$ cat src/rtl/nibble_serial_adder.sv
// nibble_serial_adder: WIDTH-bit add stepped 4 bits/cycle through one cla_adder_4bit (rev 1.0).
// Define NIBBLE_SERIAL_SUB_EN to enable A-B via the sub input.
`default_nettype none

module cla_adder_4bit (
  input  logic [3:0] i_a,
  input  logic [3:0] i_b,
  input  logic       i_cin,
  output logic [3:0] o_s,
  output logic       o_c4,
  output logic       o_pg,
  output logic       o_gg
);
  logic [3:0] w_g;
  logic [3:0] w_p;
  logic [3:0] w_c;

  assign w_g = i_a & i_b;
  assign w_p = i_a ^ i_b;

  assign w_c[0] = i_cin;
  assign w_c[1] = w_g[0] | (w_p[0] & i_cin);
  assign w_c[2] = w_g[1] | (w_p[1] & w_g[0]) | (w_p[1] & w_p[0] & i_cin);
  assign w_c[3] = w_g[2] | (w_p[2] & w_g[1]) | (w_p[2] & w_p[1] & w_g[0])
                | (w_p[2] & w_p[1] & w_p[0] & i_cin);

  assign o_pg = &w_p;
  assign o_gg = w_g[3] | (w_p[3] & w_g[2]) | (w_p[3] & w_p[2] & w_g[1])
              | (w_p[3] & w_p[2] & w_p[1] & w_g[0]);
  assign o_c4 = o_gg | (o_pg & i_cin);
  assign o_s  = w_p ^ w_c;
endmodule

module nibble_serial_adder #(
  parameter int WIDTH = 32
) (
  input  logic             clk,
  input  logic             rstn,
  input  logic             in_valid,
  output logic             in_ready,
  input  logic [WIDTH-1:0] a,
  input  logic [WIDTH-1:0] b,
  input  logic             cin,
  input  logic             sub,
  output logic             out_valid,
  input  logic             out_ready,
  output logic [WIDTH-1:0] sum,
  output logic             cout,
  output logic             ovf,
  output logic             zero
);
  localparam int NIB = WIDTH / 4;
  localparam int IW  = (NIB > 1) ? $clog2(NIB) : 1;

  typedef enum logic [1:0] {
    IDLE = 2'd0,
    RUN  = 2'd1,
    DONE = 2'd2
  } state_t;

  state_t           r_state;
  state_t           w_next;
  logic [WIDTH-1:0] r_a;
  logic [WIDTH-1:0] r_b;
  logic             r_carry;
  logic [IW-1:0]    r_idx;
  logic [WIDTH-1:0] r_sum;
  logic             r_cout;
  logic             r_ovf;
  logic             r_zero;

  logic [3:0]       w_a_nib;
  logic [3:0]       w_b_nib;
  logic [3:0]       w_s;
  logic             w_c4;
  logic             w_pg;
  logic             w_gg;
  logic             w_last;
  logic [WIDTH-1:0] w_sum_next;
  logic             w_unused_pg_gg;

  assign w_unused_pg_gg = w_pg ^ w_gg;

`ifndef NIBBLE_SERIAL_SUB_EN
  logic w_unused_sub;
  assign w_unused_sub = sub;
`endif

  assign w_last = (r_idx == IW'(NIB - 1));

  always_comb begin
    w_a_nib    = '0;
    w_b_nib    = '0;
    w_sum_next = r_sum;
    for (int k = 0; k < NIB; k++) begin
      if (r_idx == IW'(k)) begin
        w_a_nib             = r_a[4*k +: 4];
        w_b_nib             = r_b[4*k +: 4];
        w_sum_next[4*k +: 4] = w_s;
      end
    end
  end

  cla_adder_4bit u_cla (
    .i_a   (w_a_nib),
    .i_b   (w_b_nib),
    .i_cin (r_carry),
    .o_s   (w_s),
    .o_c4  (w_c4),
    .o_pg  (w_pg),
    .o_gg  (w_gg)
  );

  always_ff @(posedge clk or negedge rstn) begin
    if (!rstn) r_state <= IDLE;
    else       r_state <= w_next;
  end

  always_comb begin
    w_next = r_state;
    case (r_state)
      IDLE:    if (in_valid)  w_next = RUN;
      RUN:     if (w_last)    w_next = DONE;
      DONE:    if (out_ready) w_next = IDLE;
      default: w_next = IDLE;
    endcase
  end

  always_ff @(posedge clk or negedge rstn) begin
    if (!rstn) begin
      r_a     <= '0;
      r_b     <= '0;
      r_carry <= 1'b0;
      r_idx   <= '0;
      r_sum   <= '0;
      r_cout  <= 1'b0;
      r_ovf   <= 1'b0;
      r_zero  <= 1'b0;
    end else begin
      case (r_state)
        IDLE: begin
          if (in_valid) begin
            r_a   <= a;
            r_idx <= '0;
`ifdef NIBBLE_SERIAL_SUB_EN
            // Subtract as A + ~B + 1; cout then reads as "no borrow".
            r_b     <= sub ? ~b : b;
            r_carry <= sub ? 1'b1 : cin;
`else
            r_b     <= b;
            r_carry <= cin;
`endif
          end
        end
        RUN: begin
          r_sum   <= w_sum_next;
          r_carry <= w_c4;
          r_idx   <= r_idx + IW'(1);
          if (w_last) begin
            r_cout <= w_c4;
            r_ovf  <= (r_a[WIDTH-1] == r_b[WIDTH-1]) && (w_s[3] != r_a[WIDTH-1]);
            r_zero <= (w_sum_next == '0);
          end
        end
        default: ;
      endcase
    end
  end

  assign in_ready  = (r_state == IDLE);
  assign out_valid = (r_state == DONE);
  assign sum       = r_sum;
  assign cout      = r_cout;
  assign ovf       = r_ovf;
  assign zero      = r_zero;
endmodule

`default_nettype wire

$ cat config.mk
export PLATFORM = sky130hd
export DESIGN_NAME = nibble_serial_adder
export DESIGN_NICKNAME = d
export VERILOG_FILES = /design/src/rtl/nibble_serial_adder.sv
export SDC_FILE = /design/constraint.sdc
export NUM_CORES = 1
export LEC_CHECK = 0
export CAP_MARGIN = 40
export CORE_UTILIZATION = 40
export CTS_CLUSTER_SIZE = 16
export DETAILED_ROUTE_END_ITERATION = 10
export MAX_ROUTING_LAYER = met4
export SYNTH_ARGS = -nofsm -noshare
export SYNTH_HDL_FRONTEND = slang
export SYNTH_HIERARCHICAL = 1
export SYNTH_SLANG_ARGS = --single-unit
$ cat constraint.sdc
create_clock -name clk -period 4.5 [get_ports clk]
set_input_delay 0.675 -clock clk [delete_from_list [all_inputs] [get_ports clk]]
set_output_delay 0.675 -clock clk [all_outputs]
set_load 0.005 [all_outputs]
# [After elaboration in Yosys (flattened, before gate mapping)]
# Cells that the tools add are included.
[word_totals] output_inout_bits=37 reg_bits=105 ram_bits=0 latch_bits=0 wordCells=94 in_bits=70 n_memories=0 romBits=0
[op_classes] eq_ne=14 reduce_logical=10 add_sub_neg=1 magnitude_cmp=0 n_shift=0 n_mux=32 bitwise=28 div=0 n_mul=0
[op_table] op="4-bit two-way mux" n=24
[op_table] op="32-bit logical NOT" n=1
[op_table] op="1-bit bitwise AND" n=15
[op_table] op="3-bit equality test, second input constant" n=4
[op_table] op="1-bit OR" n=10
[op_table] op="4-bit XOR" n=2
[op_table] op="3-bit by 2-bit equality test with 1-bit output, second input constant" n=2
[op_table] op="2-bit two-way mux" n=3
[op_table] op="2-bit one-hot mux with 3 select lines" n=1
[op_table] op="3-bit one-hot mux with 2 select lines" n=1
[op_table] op="2-bit AND reduction" n=3
[op_table] op="4-bit bitwise AND" n=1
[op_table] op="2-bit != test, second input constant" n=2
[op_table] op="4-bit AND reduction" n=1
[op_table] op="3-bit by 1-bit adder with 3-bit output, second input constant" n=1
[op_table] op="3-bit by 1-bit equality test with 1-bit output, second input constant" n=1
[op_table] op="3-bit logical NOT" n=1
[op_table] op="3-bit two-way mux" n=1
[op_table] op="3-bit AND reduction" n=1
[op_table] op="2-bit by 1-bit equality test with 1-bit output, second input constant" n=1
[op_table] op="2-bit equality test, second input constant" n=1
[op_table] op="2-bit logical NOT" n=1
[op_table] op="2-bit by 1-bit != test with 1-bit output, second input constant" n=1
[op_table] op="1-bit one-hot mux with 2 select lines" n=1
[op_table] op="5 further kinds" n=5

# [Depth between registers and ports, before layout]
[logic_depth] depth_word=17 mapped_depth=18 mapped_depth_nobuf=16

# [Modules after synthesis]
# The synthesis kept the hierarchy.
[modules_own_cells] module="nibble_serial_adder" instances=1 area_per_inst_um2=5018.6 seq_area_each_um2=2627.5 cells_per_inst=553
[modules_own_cells] module="cla_adder_4bit" instances=1 area_per_inst_um2=193.9 seq_area_each_um2=0.0 cells_per_inst=22

# [Worst setup path before layout]
# OpenSTA, ideal clock, no wires.
[synth_timing] kind="register to register" from="register r_idx[2]" to="register r_zero, in the netlist zero" synth_period_minus_slack_ps=4022 arrival_ps=3930 path_stages_with_launch=18 setup_ps=92 required_ps=4408 n_path_buf=2 slack_ps=478 path_cell_list="dfrtp_1 clkbuf_1 clkinv_1 ha_1 or2_2 clkbuf_1 o311ai_0 a21oi_1 o21ai_1 ha_1 a21o_1 a21oi_1 xnor2_1 or2_2 a211o_1 nand2_1 o2111ai_1 o31ai_2"
[synth_via] elab_cells_between_ends=52 cone_classes="7 x eq/ne; 24 x mux; 18 x bitwise; 3 x reduce/logical"
[synth_rtl] element="from (decl)" line="66" rtl="logic [IW-1:0] r_idx;"
[synth_rtl] element="from (signal assigned)" line="158" rtl="r_idx <= r_idx + IW'(1);"
[synth_rtl] element="3-bit logical NOT" line="96" rtl="if (r_idx == IW'(k)) begin"
[synth_rtl] element="4-bit two-way mux (7 in series)" line="96"
[synth_rtl] element="4-bit two-way mux (*)" line="96"
[synth_rtl] element="named net w_b_nib[0]" line="73" rtl="logic [3:0] w_b_nib;"
[synth_rtl] element="4-bit bitwise AND or 4-bit XOR (tied branches)" line="18, 19"
[synth_rtl] element="1-bit bitwise AND" line="23" rtl="assign w_c[2] = w_g[1] | (w_p[1] & w_g[0]) | (w_p[1] & w_p[0] & i_cin);"
[synth_rtl] element="1-bit OR or 1-bit bitwise AND (tied branches)" line="23"
[synth_rtl] element="1-bit OR (*)" line="23"
[synth_rtl] element="4-bit XOR (*)" line="31" rtl="assign o_s = w_p ^ w_c;"
[synth_rtl] element="named net w_s[2]" line="74" rtl="logic [3:0] w_s;"
[synth_rtl] element="4-bit two-way mux" line="96"
[synth_rtl] element="32-bit logical NOT (*)" line="162" rtl="r_zero <= (w_sum_next == '0);"
[synth_rtl] element="to (signal assigned)" line="162"
[synth_rtl] element="to (decl)" line="70" rtl="logic r_zero;"
# The timed path passes the listed nets; every way through them passes the cells marked *.
# A chain may end at the register's enable or synchronous reset.

# [Worst setup path in the final report]
[layout_timing] from="register r_idx[0]" to="register r_zero, in the netlist zero"
# The elaborated chain is that of the path after synthesis.

==> results.toml <==
[grt]
grt_pass1_vias = 4307
grt_remaining_overflow = 0
grt_max_degree = 65
grt_pass1_wl_um = 20900
antenna_found_initial = 0
track_usage = 0.211

[finish]
fin_area_mm2 = 0.00664
multi_input_area_mm2 = 0.00233
seq_area_mm2 = 0.00263
antenna_cells = 0
syn_to_final_growth_pct = 28.0
fillers = 1220
drive_gt1_frac = 0.113
nets = 749

[setup_path]
r2r-start = "r_idx[0]"
crit_type = "reg -> reg"
cpPeakStageDelay_ps = 540
critical_path.max_fanout = 7
rrSetupSlack_ps = 470
endpoint = "zero"
slowest_stage = "o311ai_0"
worst_ep_arrival_time_ps = 4290
path_cells = "inv_1, ha_1, nor2b_1, a221oi_1, o311ai_0, a21oi_1, o21ai_1, ha_1, a21o_1, a21oi_1, xnor2_1, or2_2, a211o_1, nand2_1, o2111ai_1, o31ai_2"
cp-start-kind = "flop"
rr_endpoint = "zero"
crit_start = "r_idx[0]"
required_ps = 4760
reg2reg_depth = 16
worstSetupEndpointType = "flop"

[die]
core-area_mm2 = 0.0126
ioPinCount = 107
initial_core_util = 0.411
die_x_um = 116
die_area_mm2 = 0.0134
fp-row-count = 41
die_h_um = 116

[routing]
drt_first_pass_iters = 4
ant_nets = 0
routedWlPerCell_um = 15.1
vias_per_cell = 5.05
drt_drc_violations_left = 0
num_vias = 4267
first_iter_violations = 214
wl_um = 12800

[sta]
rsz0062_at_grt = "no"
post-route-period-util = 0.895
setup_tns_ps = 0
worst_slew_pin_slew_ps = 847
timing.fmax_mhz = 248
fin_worst_skew_ps = 10.2
finalSetupViolations = 0
fin_crit_ps = 4030
slew_violations = 0
finalHoldViolations = 0
max-slew-margin-rel = 0.434

[placed_design]
dpl_cell_area_mm2 = 0.00636
post-dp-hpwl_um = 9430
gp_congestion = 0.831
numPortBuffers = 105

[yosys]
synthCells = 572
synth_nets = 653
yosys_warnings = 6
syn_avg_cell_area_um2 = 9.07
synth_area_mm2 = 0.00519

[worst_hold_path]
min_path_type = "in -> async"

[clock_tree]
cts_resized = 0
hold_buffers = 0
cts_root_buf = "clkbuf_16"
clock_path_buffers = 2
cts_tree = "yes"
path_clk_slew_ps = 80
post_cts_buffers = 0
clk_latency_ps = 350
clock-sinks = 105
htree_levels = 3
numCtsBuffers = 9

[status]
status = "complete, no violations"

[power_and_ir_drop]
p_leak_nw = 3.08
peakVddDrop_mv = 0.471
power_density_mw_per_mm2 = 863

[run]
maxCapViolCount = 0
==> area by class of cell <==
class | count | area share
Sequential cell | 105 | 0.396
Inverter | 11 | 0.00622
Tap cell | 172 | 0.0324
Multi-Input combinational cell | 424 | 0.350
Timing Repair Buffer | 117 | 0.173
Clock inverter | 6 | 0.00716
Clock buffer | 10 | 0.0345
==> critical path, delay by kind of cell, from the launching register on <==
kind / cells / cell delay (ps)
AO/OA/AOI/OAI: 9 / 2030
buffers and inverters: 1 / 100
adder cells (fa/ha/maj): 2 / 580
flip-flops: 1 / 430
AND/OR/NAND/NOR: 3 / 700
XOR/XNOR: 1 / 100
==> layout by cell type, fill, tap and decap left out, types with 3 or more instances in the layout <==
cell	instances
mux2_2	34
clkdlybuf4s50_1	104
a221oi_1	8
o311ai_1	5
o31ai_1	4
inv_1	9
buf_4	12
nor2_1	32
a21oi_1	21
dfrtp_1	105
nand3_1	5
nand2_1	220
o21ai_1	8
nor2b_1	10
clkbuf_16	9
inv_6	3
o311ai_0	3
ha_1	10
o21ai_0	24
nand2b_1	6
==> flip-flops by register name, summed over array words and instances, names as in the netlist <==
| signal | cells |
|---|---|
| ovf | 1 |
| cout | 1 |
| r_carry | 1 |
| sum | 32 |
| r_a | 32 |
| r_b | 32 |
| r_state | 2 |
| r_idx | 3 |
| zero | 1 |
==> metal layers <==
| layer | vias to the layer above | wire, um | global-route usage |
|---|---|---|---|
| li1 | 2088 | - | - |
| met1 | 2028 | 6010 | 0.274 |
| met3 | 24 | 611 | 0.0371 |
| met4 | 0 | 278 | 0.0744 |
| met2 | 127 | 5900 | 0.332 |
| met5 | - | 0 | - |
==> how the worst min path moves through the flow <==
stage / startpoint / endpoint / slack [ps] / cells after the start
6_report: rstn / sum[16] / 410 / 1
5_1_grt: rstn / sum[16] / 470 / 1
4_1_cts: rstn / sum[16] / 440 / 1
3_5_place_dp: r_b[27] / r_b[27] / 460 / 2
3_3_place_gp: r_b[4] / r_b[4] / 460 / 2
2_1_floorplan: rstn / cout / 380 / 0
==> where the power goes <==
group / switching [mW] / leakage [nW] / internal (mW)
Clock: 0.364 / 0.134 / 0.382
Sequential: 0.316 / 1.30 / 1.40
Combinational: 1.83 / 1.64 / 1.44
Total: 2.51 / 3.08 / 3.22
==> through the flow <==
stage          std cells  hold WS [ps]  power, mW  utilization  setup slack [ps]
5_1_grt              845           472       6.20        0.526               251
4_1_cts              845           443       5.77        0.526               489
3_3_place_gp         828           460       4.93        0.502               593
3_5_place_dp         829           464       5.02        0.504               520
6_report             845           406       5.73        0.526               472
2_1_floorplan        572           379       3.81            -               488
Power figures use the tool's default switching activity.
==> patch, RTL diff (same settings) <==
Reset style: synchronous (`rstn`), changed in 2 clocked blocks.
--- a/src/rtl/nibble_serial_adder.sv
+++ b/src/rtl/nibble_serial_adder.sv
@@ -111,7 +111,7 @@
     .o_gg  (w_gg)
   );
 
-  always_ff @(posedge clk or negedge rstn) begin
+  always_ff @(posedge clk) begin
     if (!rstn) r_state <= IDLE;
     else       r_state <= w_next;
   end
@@ -126,7 +126,7 @@
     endcase
   end
 
-  always_ff @(posedge clk or negedge rstn) begin
+  always_ff @(posedge clk) begin
     if (!rstn) begin
       r_a     <= '0;
       r_b     <= '0;
Check against the original RTL: differs if rstn is asserted again (counterexample within 4 cycles, from zero or initial values and one cycle with rstn low); with rstn held inactive, the same outputs for 10 cycles.
==> patch against the original RTL <==
  * Core utilization rose by 1.3 points
  * Critical path depth rose by 1
  * Wire length rose by 13%
  * Sequential cell count did not move
  * Worst setup slack got worse by 0.11 ns
  * Final area rose by 4.1%
  * Synthesized area rose by 2.9%
  * Critical endpoint is now zero
Power is not compared: it rests on default switching activity, and its combinational part moved more than twofold at a synthesized area within 25%.
==> patch: results (changes against the original RTL) <==
* Crit path DAT at 4.43 ns (was 4.29 ns)
* Initial antenna violation count at 0 (unchanged)
* R2R cell count at 17 (was 16)
* Status: finished, final reports clean (unchanged)
* Max FO, Critical Path at 14 (was 7)
* Slew HR at 61.4% (was 43.4%)
* Hold Path Stages at 2
* Port Buf Inserts at 105 (unchanged)
* Vias post-DR at 4852 (was 4267)
* Global-route wire length before repair at 23800 um (was 20900 um)
* Vias in the first global route at 4774 (was 4307)
* FF-to-FF Start: r_idx[0] (unchanged)
* Largest net degree at the start of global routing at 43 (was 65)
* TritonRoute pass-1 iters at 4 (unchanged)
* Worst r2r dst: zero (unchanged)
* Initial DRC count at 323 (was 214)
* Drt total wl at 14500 um (was 12800 um)
* Syn Nets at 748 (was 653)
* Reg clk slew, reported paths at 0.07 ns
* Synth Warn # at 6 (unchanged)
* Final #Nets at 832 (was 749)
* Root Buffer: clkbuf_16 (unchanged)
* Filler cell count at 1268 (was 1220)
* Inserted Diodes at 0 (unchanged)
* CTS HTree Levels at 3 (unchanged)
* Final Hold Fails at 0 (unchanged)
* Post-DP HPWL at 10500 um (was 9430 um)
* Post-CTS sizing at 0 (unchanged)
* Layout cells sized above 1 at 6.35% (was 11.3%)
* Routability cong. at 0.875 (was 0.831)
* Clock Skews at 0.00715 ns (was 0.0102 ns)
* Worst hold path class: flip-flop to flip-flop (was input pin to asynchronous set/reset pin)
* Global Route Usage Sum at 22.3% (was 21.1%)
* Reg2Reg Setup Slack at 0.36 ns (was 0.47 ns)
==> patch: per-stage QoR <==
step | setup slack [ns] | cells | cell area [um^2] | hold WS, ns | util, %
2_1_floorplan | 0.801 | 667 | 5340 | 0.439 | -
3_3_place_gp | 0.549 | 909 | 6520 | 0.452 | 50.8
3_5_place_dp | 0.422 | 912 | 6560 | 0.458 | 51.2
4_1_cts | 0.400 | 928 | 6910 | 0.468 | 53.9
5_1_grt | 0.0353 | 928 | 6910 | 0.489 | 53.9
6_report | 0.361 | 928 | 6910 | 0.467 | 53.9
==> patch: how the worst max path moves through the flow <==
stage	from	to	slack (ns)	cells after the start
2_1_floorplan	r_idx[2]	zero	0.80	19
3_3_place_gp	r_idx[0]	zero	0.55	17
3_5_place_dp	r_idx[0]	zero	0.42	17
4_1_cts	r_idx[0]	zero	0.40	17
5_1_grt	r_idx[0]	zero	0.04	17
6_report	r_idx[0]	zero	0.36	17
==> patch: worst max-delay path, stage by stage, from the launching register on <==
cell       delay (ns)
dfxtp_1          0.38
inv_1            0.09
ha_1             0.34
and2_1           0.32
nor2_1           0.38
o31ai_1          0.15
a221oi_1         0.32
a21oi_1          0.15
ha_1             0.35
a41oi_2          0.23
o21ai_2          0.10
xor2_1           0.18
buf_4            0.22
nor4bb_1         0.26
o22a_1           0.19
o2111ai_1        0.08
nand4b_1         0.18
o21ai_1          0.14
==> patch: power groups by stage <==
stage | registers [uW] | logic (uW) | clock network (uW)
floorplan | 1010 | 226 | 0
global placement | 1020 | 370 | 0
detailed placement | 1020 | 384 | 0
CTS | 997 | 386 | 923
global route | 1000 | 421 | 955
finish | 997 | 384 | 904
==> patch: cell type report <==
cell class                 count  area share [%]
multi-input combinational    492            42.8
sequential                   105            30.4
timing repair buffer         125            17.7
clock buffer                  10            3.46
tap                          172            3.12
clock inverter                 6            1.52
inverter                      18           0.978
==> patch: layer usage <==
layer | wire length (um) | track usage [%] | share of wire, % | vias to the layer above
li1 | - | - | - | 2453
met1 | 6930 | 28.0 | 48 | 2263
met2 | 6640 | 35.8 | 46 | 120
met3 | 685 | 5.28 | 4.7 | 16
met4 | 232 | 6.33 | 1.6 | 0
met5 | 0 | - | 0 | -
